==> config.mk <==
export PLATFORM = sky130hd
export DESIGN_NAME = quad_decoder
export DESIGN_NICKNAME = d
export VERILOG_FILES = /design/src/rtl/quad_decoder.sv
export SDC_FILE = /design/constraint.sdc
export NUM_CORES = 1
export LEC_CHECK = 0
export ABC_AREA = 1
export ABC_CLOCK_PERIOD_IN_PS = 2800
export CORE_AREA = 2 2 85 46
export CTS_CLUSTER_SIZE = 12
export DETAILED_ROUTE_END_ITERATION = 12
export DIE_AREA = 0 0 87 48
export GPL_TIMING_DRIVEN = 0
export PLACE_DENSITY_LB_ADDON = 0.25
export SYNTH_ARGS = -nofsm -noshare
export SYNTH_HDL_FRONTEND = slang
export SYNTH_SLANG_ARGS = --single-unit
==> constraint.sdc <==
create_clock -name clk -period 2.8 [get_ports clk]
set_input_delay 0.7 -clock clk [delete_from_list [all_inputs] [get_ports clk]]
set_output_delay 0.7 -clock clk [all_outputs]
set_load 0.02 [all_outputs]
==> src/rtl/quad_decoder.sv <==
`default_nettype none
// ============================================================================
// Module      : quad_decoder
// Description : Quadrature encoder decoder with two-flop input synchronizers,
//               a stability filter, an 8-bit up/down position counter with
//               synchronous load, direction, step/wrap pulses and a sticky
//               illegal-transition flag.
// Revision    : 1.0 - initial release
// ============================================================================
module quad_decoder #(
   // Consecutive stable samples needed to accept an input change (1..15)
   parameter int FILT_LEN = 3
) (
   input  logic       clk,
   input  logic       rst,
   input  logic       qa,
   input  logic       qb,
   input  logic       load,
   input  logic [7:0] data,
   input  logic       clr_err,
   output logic [7:0] count,
   output logic       dir,
   output logic       step,
   output logic       wrap,
   output logic       err
);

   localparam logic [4:0] FILT_W = 5'(FILT_LEN);

   logic       a_meta;
   logic       a_sync;
   logic       b_meta;
   logic       b_sync;
   logic [1:0] s_cur;
   logic [1:0] s_prev;
   logic [1:0] f_state;
   logic [3:0] win_cnt;
   logic [4:0] hits;
   logic       commit;
   logic       fwd;
   logic       rev;
   logic       illegal;

   assign s_cur = {a_sync, b_sync};

   // Two-flop synchronizers; left out of reset so sampling continues while rst is low
   always_ff @(posedge clk) begin
      a_meta <= qa;
      a_sync <= a_meta;
      b_meta <= qb;
      b_sync <= b_meta;
   end

   // Window length including this edge, commit decision and transition decode
   always_comb begin
      hits    = (s_cur == s_prev) ? ({1'b0, win_cnt} + 5'd1) : 5'd1;
      commit  = (s_cur != f_state) && (hits >= FILT_W);
      fwd     = 1'b0;
      rev     = 1'b0;
      case ({f_state, s_cur})
         4'b0001, 4'b0111, 4'b1110, 4'b1000: fwd = 1'b1;
         4'b0010, 4'b1011, 4'b1101, 4'b0100: rev = 1'b1;
         default: ;
      endcase
      illegal = ((f_state ^ s_cur) == 2'b11);
   end

   // Stability filter: F tracks S during reset so a static input never steps on release
   always_ff @(posedge clk) begin
      s_prev <= s_cur;
      if (!rst) begin
         f_state <= s_cur;
         win_cnt <= 4'd0;
      end else if (s_cur == f_state) begin
         win_cnt <= 4'd0;
      end else if (commit) begin
         win_cnt <= 4'd0;
         f_state <= s_cur;
      end else begin
         win_cnt <= hits[3:0];
      end
   end

   // Position counter, direction, pulses and sticky error; load discards a coincident step
   always_ff @(posedge clk) begin
      if (!rst) begin
         count <= 8'h00;
         dir   <= 1'b1;
         step  <= 1'b0;
         wrap  <= 1'b0;
         err   <= 1'b0;
      end else begin
         step <= 1'b0;
         wrap <= 1'b0;
         if (load) begin
            count <= data;
         end else if (commit && fwd) begin
            count <= count + 8'd1;
            dir   <= 1'b1;
            step  <= 1'b1;
            wrap  <= (count == 8'hFF);
         end else if (commit && rev) begin
            count <= count - 8'd1;
            dir   <= 1'b0;
            step  <= 1'b1;
            wrap  <= (count == 8'h00);
         end
         if (commit && illegal) begin
            err <= 1'b1;
         end else if (clr_err) begin
            err <= 1'b0;
         end
      end
   end

endmodule
`default_nettype wire

### After elaboration in Yosys (flattened, before gate mapping)

Cells that the tools add are included.
W data, S select, Z words.

| storage, ports and cells | value |
|---|---|
| register bits | 24 |
| input port bits | 14 |
| output and inout port bits | 12 |
| word-level logic and storage cells | 65 |

| cells by class | value |
|---|---|
| add/subtract/negate cells | 3 |
| magnitude comparators | 1 |
| equality and inequality tests | 15 |
| muxes and demuxes | 17 |
| bitwise gates (word level) | 3 |
| reduce and logical (&&, ||, !) cells | 14 |

Operator list:

| kind | count |
|---|---|
| $mux W8 | 3 |
| $eq A4 B4 Y1 const B | 4 |
| $mux W1 | 10 |
| $add A8 B1 Y8 const B | 1 |
| $eq A4 B3 Y1 const B | 2 |
| $eq A8 B8 Y1 const B | 1 |
| $logic_not A8 Y1 | 1 |
| $reduce_or A4 Y1 | 2 |
| $sub A8 B1 Y8 const B | 1 |
| $mux W2 | 3 |
| $add A4 B1 Y5 const B | 1 |
| $ge A5 B2 Y1 const B | 1 |
| $mux W5 | 1 |
| $eq A2 B2 Y1 | 2 |
| $eq A4 B1 Y1 const B | 1 |
| $eq A4 B2 Y1 const B | 1 |
| $logic_and A1 B1 Y1 | 4 |
| $reduce_and A2 Y1 | 2 |
| $reduce_bool A2 Y1 | 2 |
| $reduce_bool A3 Y1 | 1 |
| $reduce_or A3 Y1 | 1 |
| $eq A2 B2 Y1 const B | 1 |
| $ne A2 B1 Y1 const B | 1 |
| $ne A2 B2 Y1 | 1 |
| 4 further kinds | 5 |

### Logic depth before layout (Yosys ltp)

Gate-level depths: netlist of the first run.

| logic depth | value |
|---|---|
| depth after elaboration | 8 |
| depth in mapped cells | 15 |
| gate-level depth less buffers | 15 |

### Least setup slack after synthesis of the first run

Ideal clock, no wire load.

| path | value |
|---|---|
| path kind | register -> register |
| start point | register b_sync |
| end point | register count[4] |
| library setup time | 113 ps |
| arrival time | 2080 ps |
| setup slack | 606 ps |
| cell stages (with the launch flop) | 16 |
| path buffers | 0 |
| path through | dfxtp_1 -> inv_2 -> nand2_2 -> nand2_2 -> nor2_4 -> nand3_2 -> nand3_4 -> nand3_4 -> ha_1 -> inv_1 -> o21bai_1 -> a31oi_1 -> xor2_1 -> o21ai_0 -> nor2_1 -> nor2_1 |

| on the way | value |
|---|---|
| word-level cells in the longest chain between the ends | 7 |

Ends and longest elaborated chain:

| what | RTL line | RTL |
|---|---|---|
| from (decl) | 33 | `logic b_sync;` |
| from (signal assigned) | 51 | `b_sync <= b_meta;` |
| $eq A2 B2 Y1 | 56 | `hits = (s_cur == s_prev) ? ({1'b0, win_cnt} + 5'd1) : 5'd1;` |
| $mux W5 | 56 |  |
| $ge A5 B2 Y1 | 57 | `commit = (s_cur != f_state) && (hits >= FILT_W);` |
| $logic_and A1 B1 Y1 | 57 |  |
| $logic_and A1 B1 Y1 | 97 | `end else if (commit && fwd) begin` |
| $mux W8 | 97 |  |
| $mux W8 | 95 | `if (load) begin` |
| to (signal assigned) | 96 | `count <= data;` |
| to (signal assigned) | 98 | `count <= count + 8'd1;` |
| to (signal assigned) | 103 | `count <= count - 8'd1;` |
| to (decl) | 21 | `output logic [7:0] count,` |

Several ways; a longest one is shown, not always the timed one.
A chain may end at the register's enable or synchronous reset.

### Worst setup path after layout of the first run

| path | value |
|---|---|
| start point | register a_sync |
| end point | register count[7] |

| on the way | value |
|---|---|
| word-level cells in the longest chain between the ends | 7 |

Ends and longest elaborated chain:

| what | RTL line | RTL |
|---|---|---|
| from (decl) | 31 | `logic a_sync;` |
| from (signal assigned) | 49 | `a_sync <= a_meta;` |
| $eq A2 B2 Y1 | 56 |  |
| $mux W5 | 56 |  |
| $ge A5 B2 Y1 | 57 |  |
| $logic_and A1 B1 Y1 | 57 |  |
| $logic_and A1 B1 Y1 | 97 |  |
| $mux W8 | 97 |  |
| $mux W8 | 95 |  |

Several ways; a longest one is shown, not always the timed one.

==> results of run 1 <==
## state kept, by name, summed over array words and instances, names as in the netlist
name	count
f_state	2
b_sync	1
b_meta	1
win_cnt	4
count	8
step	1
a_sync	1
s_prev	2
a_meta	1
wrap	1
err	1
dir	1
## Yosys cell counts (all sizes together)
cell | count | area (um2)
nand2 | 45 | 181.4
dfxtp | 22 | 440.4
inv | 19 | 71.31
nor2 | 15 | 66.32
nand3 | 12 | 90.08
a21oi | 11 | 58.81
ha | 8 | 100.1
nand4 | 8 | 50.05
o21ai | 8 | 40.03
xor2 | 5 | 43.79
xnor2 | 4 | 35.03
a211oi | 2 | 15.01
edfxtp | 2 | 60.06
nor4 | 2 | 12.51
a31oi | 1 | 6.260
and2 | 1 | 8.760
buf | 1 | 5.000
clkbuf | 1 | 3.750
conb | 1 | 3.750
fa | 1 | 20.02
nand3b | 1 | 7.510
nor3 | 1 | 5.000
o211a | 1 | 10.01
o211ai | 1 | 21.27
o21bai | 1 | 7.510
o31ai | 1 | 7.510
or3 | 1 | 6.260
## critical path: stages, from the launching register on
cell	delay [ps]
dfxtp_1	490
inv_2	60
nand2_1	60
nand2_1	80
nor2_4	140
nand3_2	100
nand3_4	120
nand3_4	180
ha_1	410
a21oi_1	230
o31ai_1	90
a21oi_1	230
nand3b_1	150
nand3_1	70
a21oi_1	120
## through the flow
| step | total power [W] | instance area, um2 |
|---|---|---|
| 2_1_floorplan | 0.0006234 | 1381 |
| 3_3_place_gp | 0.0007073 | 1674 |
| 3_5_place_dp | 0.0007159 | 1674 |
| 4_1_cts | 0.0009087 | 1715 |
| 5_1_grt | 0.0009726 | 1715 |
| 6_report | 0.0009043 | 1715 |
## area by class of cell
cell class | count | area (um2) | share of cell area, %
well taps | 42 | 52.55 | 3.063
plain buffers | 2 | 8.758 | 0.5106
flip-flops and latches | 24 | 500.5 | 29.18
multi-input cells | 132 | 800.8 | 46.68
clock buffers | 3 | 41.29 | 2.407
repair buffers | 24 | 240.2 | 14.00
inverters | 19 | 71.32 | 4.158
## cells by family after synthesis
logic type,Yosys count
buf+inv,21
compound gates,26
fa+ha+maj,9
flops,24
other cells,1
simple gates,86
xor+xnor,9
## metal layers
layer	up-vias	global-route usage, %
li1	643	-
met1	563	19.59
met2	14	28.24
met3	4	3.103
met4	0	5.313
met5	-	0
## power by group
part	total [W]	internal [W]	leakage [nW]	switching (W)
registers	0.000406	0.000373	0.203	0.0000328
logic	0.000303	0.000133	0.527	0.000170
clock network	0.000196	0.0000960	0.0216	0.0000996
## worst max path at each step
stage / startpoint / end / slack (ps)
after detailed placement: a_sync / count[7] / 260
after CTS: a_sync / count[7] / 230
final: a_sync / count[7] / 210
after global placement: a_sync / count[7] / 340
after global routing: a_sync / count[7] / 20
after floorplan: b_sync / count[4] / 610
==> metrics.yaml, run 1 <==
crit_required_ps: 2990
peakVddDrop_uv: 180.6
nFillCells: 320
worstSetupPathType: "reg -> reg"
wl_met2_um: 1478
die_h_um: 48
drt-total-wl_um: 2925
min_path_cells: 0
synth_top_family_by_area: "simple AND/OR/NAND/NOR gates"
cts_buffer_depth: 2
ctsResizeCount: 0
synth_simple_gate_area_share_pct: 31.06
drive_above_1_share_pct: 10.29
critPathArrivalTime_ps: 2790
setup_viol: 0
start_util_pct: 41.01
critPathMaxFanout: 12
fin_cells: 246
avgSynthCellArea_um2: 7.827
final_common_cell: "nand2_1"
skew_ps: 6.445
path_clk_slew_ps: 70
synth-seq-cells: 24
io_buffers: 24
drc: 0
cts_buffers: 3
syn_inst: 176
synthMuxAreaShare_pct: 0
holdPathEnd: "a_sync"
dr.pass1.iters: 4
clk_latency_ps: 260
synth-xor-area-share_pct: 5.722
hold_start: "a_meta"
synth-compound-area-share_pct: 12.08
antennaDiodeCount: 0
core-area_um2: 3359
route.vias.total: 1224
dp_hpwl_um: 2324
syn_to_final_growth_pct: 24.52
die_w_um: 87
max_freq_ghz: 0.3854
status: "complete, no violations"
ant_nets: 0
rows: 15
wl_per_cell_um: 11.89
min_path_type: "reg -> reg"
r2r-start: "a_sync"
r2r-end: "count[7]"
die_area_um2: 4176
post-cts-setup-buffers: 0
viasPerCell: 4.976
post-route-period-util_pct: 92.67
utilization_pct: 51.06
cts_sinks: 24
fin_crit_ps: 2595
dpl.cell_count: 243
dr.max_layer_used: "met4"
setup_tns_ps: 0
hold_viol: 0
powerDensity_nw_per_um2: 527.2
grt_max_degree: 13
pre_cts_ws_ps: 262.5
synth_cell_types: 35
cts_root_buffer: "clkbuf_8"
r2r_cells: 14
grt_pass1_vias: 1155
dr_wl_met3_um: 54
rsz0062_at_grt: "false"
drv_slew: 0
hold_slack_ps: 329.6
reg2reg_slack_ps: 210
ys_seq_area_share_pct: 36.33
leakage_nw: 0.7517
cts_tree: "done"
cts-htree-levels: 1
final_cell_mix: "40 x nand2_1, 24 x clkdlybuf4s50_1, 22 x dfxtp_1"
synthAdderAreaFrac_pct: 8.719
cap_violations: 0
end_kind: "flip-flop"
start_kind: "flip-flop"
nets: 229
grt_first_pass_wirelength_um: 5030
holdBufCountCts: 0
globalplace.congestion: 0.8580
ioPinCount: 26
ys_warn_count: 0
drt_iter0_drc: 57
synth_area_um2: 1378
antenna_found_initial: 0
worst_slack_ps: 205.1
wl_met1_um: 1364
track_usage_pct: 15.68
grt.overflow.total: 0
(Power assumes the default switching activity.)
==> run 2, diff against run 1 <==
Settings changed: CORE_AREA 2 2 85 46 to 2 2 108 58, DIE_AREA 0 0 87 48 to 0 0 110 60, GPL_TIMING_DRIVEN 0 to unset.
==> run 2 against run 1 <==
Global-route usage is 3.9 points lower; register-to-register slack better by 80 ps; sequential share of layout area is 1.2 points lower; setup slack better by 83 ps; non-clock buffer count stayed put; hold slack better by 1.4 ps; die area is 58% higher; clock power is 61% higher; via count is 3.7% lower; maximum frequency is 3.3% higher; sequential power hardly changed; sequential cell count stayed put; critical endpoint is now count[4]; largest cell class unchanged.
==> metrics.yaml, run 2 (same netlist as run 1, synthesis figures left out) <==
status: "complete, no violations"
critPathMaxFanout: 12
cts_root_buffer: "clkbuf_8"
hold_viol: 0
antennaDiodeCount: 0
start_kind: "flip-flop"
crit_family: "simple AND/OR/NAND/NOR gates"
holdBufCountCts: 0
leakage_nw: 0.7695
drive_above_1_share_pct: 11.71
min_path_type: "reg -> reg"
globalplace.congestion: 0.8096
ioPinCount: 26
cap_violations: 0
setup_tns_ps: 0
rsz0062_at_grt: "false"
max_freq_ghz: 0.3982
ctsResizeCount: 0
antenna_found_initial: 0
end_kind: "flip-flop"
syn_to_final_growth_pct: 30.70
cts_buffers: 3
cts_buffer_depth: 2
final_common_cell: "nand2_1"
largest_register_ffs: 8
final_cell_mix: "40 x nand2_1, 25 x clkdlybuf4s50_1, 20 x dfxtp_1"
grt_pass1_vias: 1071
fin_cells: 282
top_register: "count"
cp_slowest_cell: "ha_1"
cts_tree: "done"
die_w_um: 110
drt-total-wl_um: 3514
largestRegisters: "count (8), win_cnt (4)"
grt_max_degree: 15
track_usage_pct: 11.74
wl_per_cell_um: 12.46
rows: 20
cts-htree-levels: 1
nets: 229
peakVddDrop_uv: 307.4
path_clk_slew_ps: 90
cpMostUsedCell: "nor2_1"
drv_slew: 0
start_util_pct: 24.04
dp_hpwl_um: 2755
viasPerCell: 4.181
core-area_um2: 5731
die_h_um: 60
post-cts-setup-buffers: 0
critPathMaxStageDelay_ps: 430
fin_crit_ps: 2512
io_buffers: 25
dr.pass1.iters: 4
grt.overflow.total: 0
drc: 0
utilization_pct: 31.42
crit_buf_inv: 1
drt_iter0_drc: 89
route.vias.total: 1179
crit_required_ps: 3020
grt_first_pass_wirelength_um: 5651
clk_latency_ps: 270
powerDensity_nw_per_um2: 575.5
hold_slack_ps: 331.0
path_cells: "ha_1, nand2_1, nor2_1, nor2_1, nand2_2, nand3_4, nand3_4, ha_1, inv_1, o21bai_1, a31oi_1, xor2_1, o21ai_0, nor2_1, nor2_1"
post-route-period-util_pct: 89.70
power.total_w: 0.001036
setup_viol: 0
cts_sinks: 24
ant_nets: 0
worstSetupPathType: "reg -> reg"
dpl.cell_count: 278
die_area_um2: 6600
skew_ps: 3.094
critPathArrivalTime_ps: 2730
-- run 2: cell count changes in the layout (fill, tap and decap cells not counted) --
cell,previous run,this run
buf_2,1,0
clkdlybuf4s50_1,24,25
dfxtp_2,0,2
clkbuf_1,1,0
bufinv_16,0,1
dfxtp_1,22,20
buf_4,0,1
-- run 2: routing by layer --
| layer | vias up | GRT usage [%] | routed length [um] |
|---|---|---|---|
| li1 | 644 | - | - |
| met1 | 501 | 20.29 | 2110 |
| met2 | 32 | 13.06 | 1159 |
| met3 | 2 | 3.599 | 234 |
| met4 | 0 | 1.627 | 9 |
| met5 | - | 0 | 0 |
-- run 2: path summary, 6_finish.rpt --
| check | slack [ps] | from | to | cells after the start |
|---|---|---|---|---|
| worst min-delay path | 330 | b_meta | b_sync | 0 |
| worst max-delay path | 290 | win_cnt[0] | count[4] | 15 |
| worst max register to register | 290 | win_cnt[0] | count[4] | 15 |
| worst min register to register | 330 | b_meta | b_sync | 0 |
-- run 2: cell type report --
type,instances,area (um2)
clock buffer,3,41.29
timing repair buffer,26,257.7
clock inverter,1,30.03
tap,77,96.34
multi-input combinational,132,800.8
fill,605,3930
inverter,19,71.32
sequential,24,503.0
-- run 2: through the flow --
stage | worst slack [ps] | cell area [um2]
floorplan | 606.5 | 1381
global placement | 304.1 | 1727
detailed placement | 303.2 | 1727
CTS | 277.0 | 1798
global route | 35.98 | 1800
finish | 288.4 | 1800
-- run 2: power breakdown --
group / switching [W] / internal (W)
Clock: 0.000125 / 0.000191
Sequential: 0.0000335 / 0.000373
Combinational: 0.000179 / 0.000134
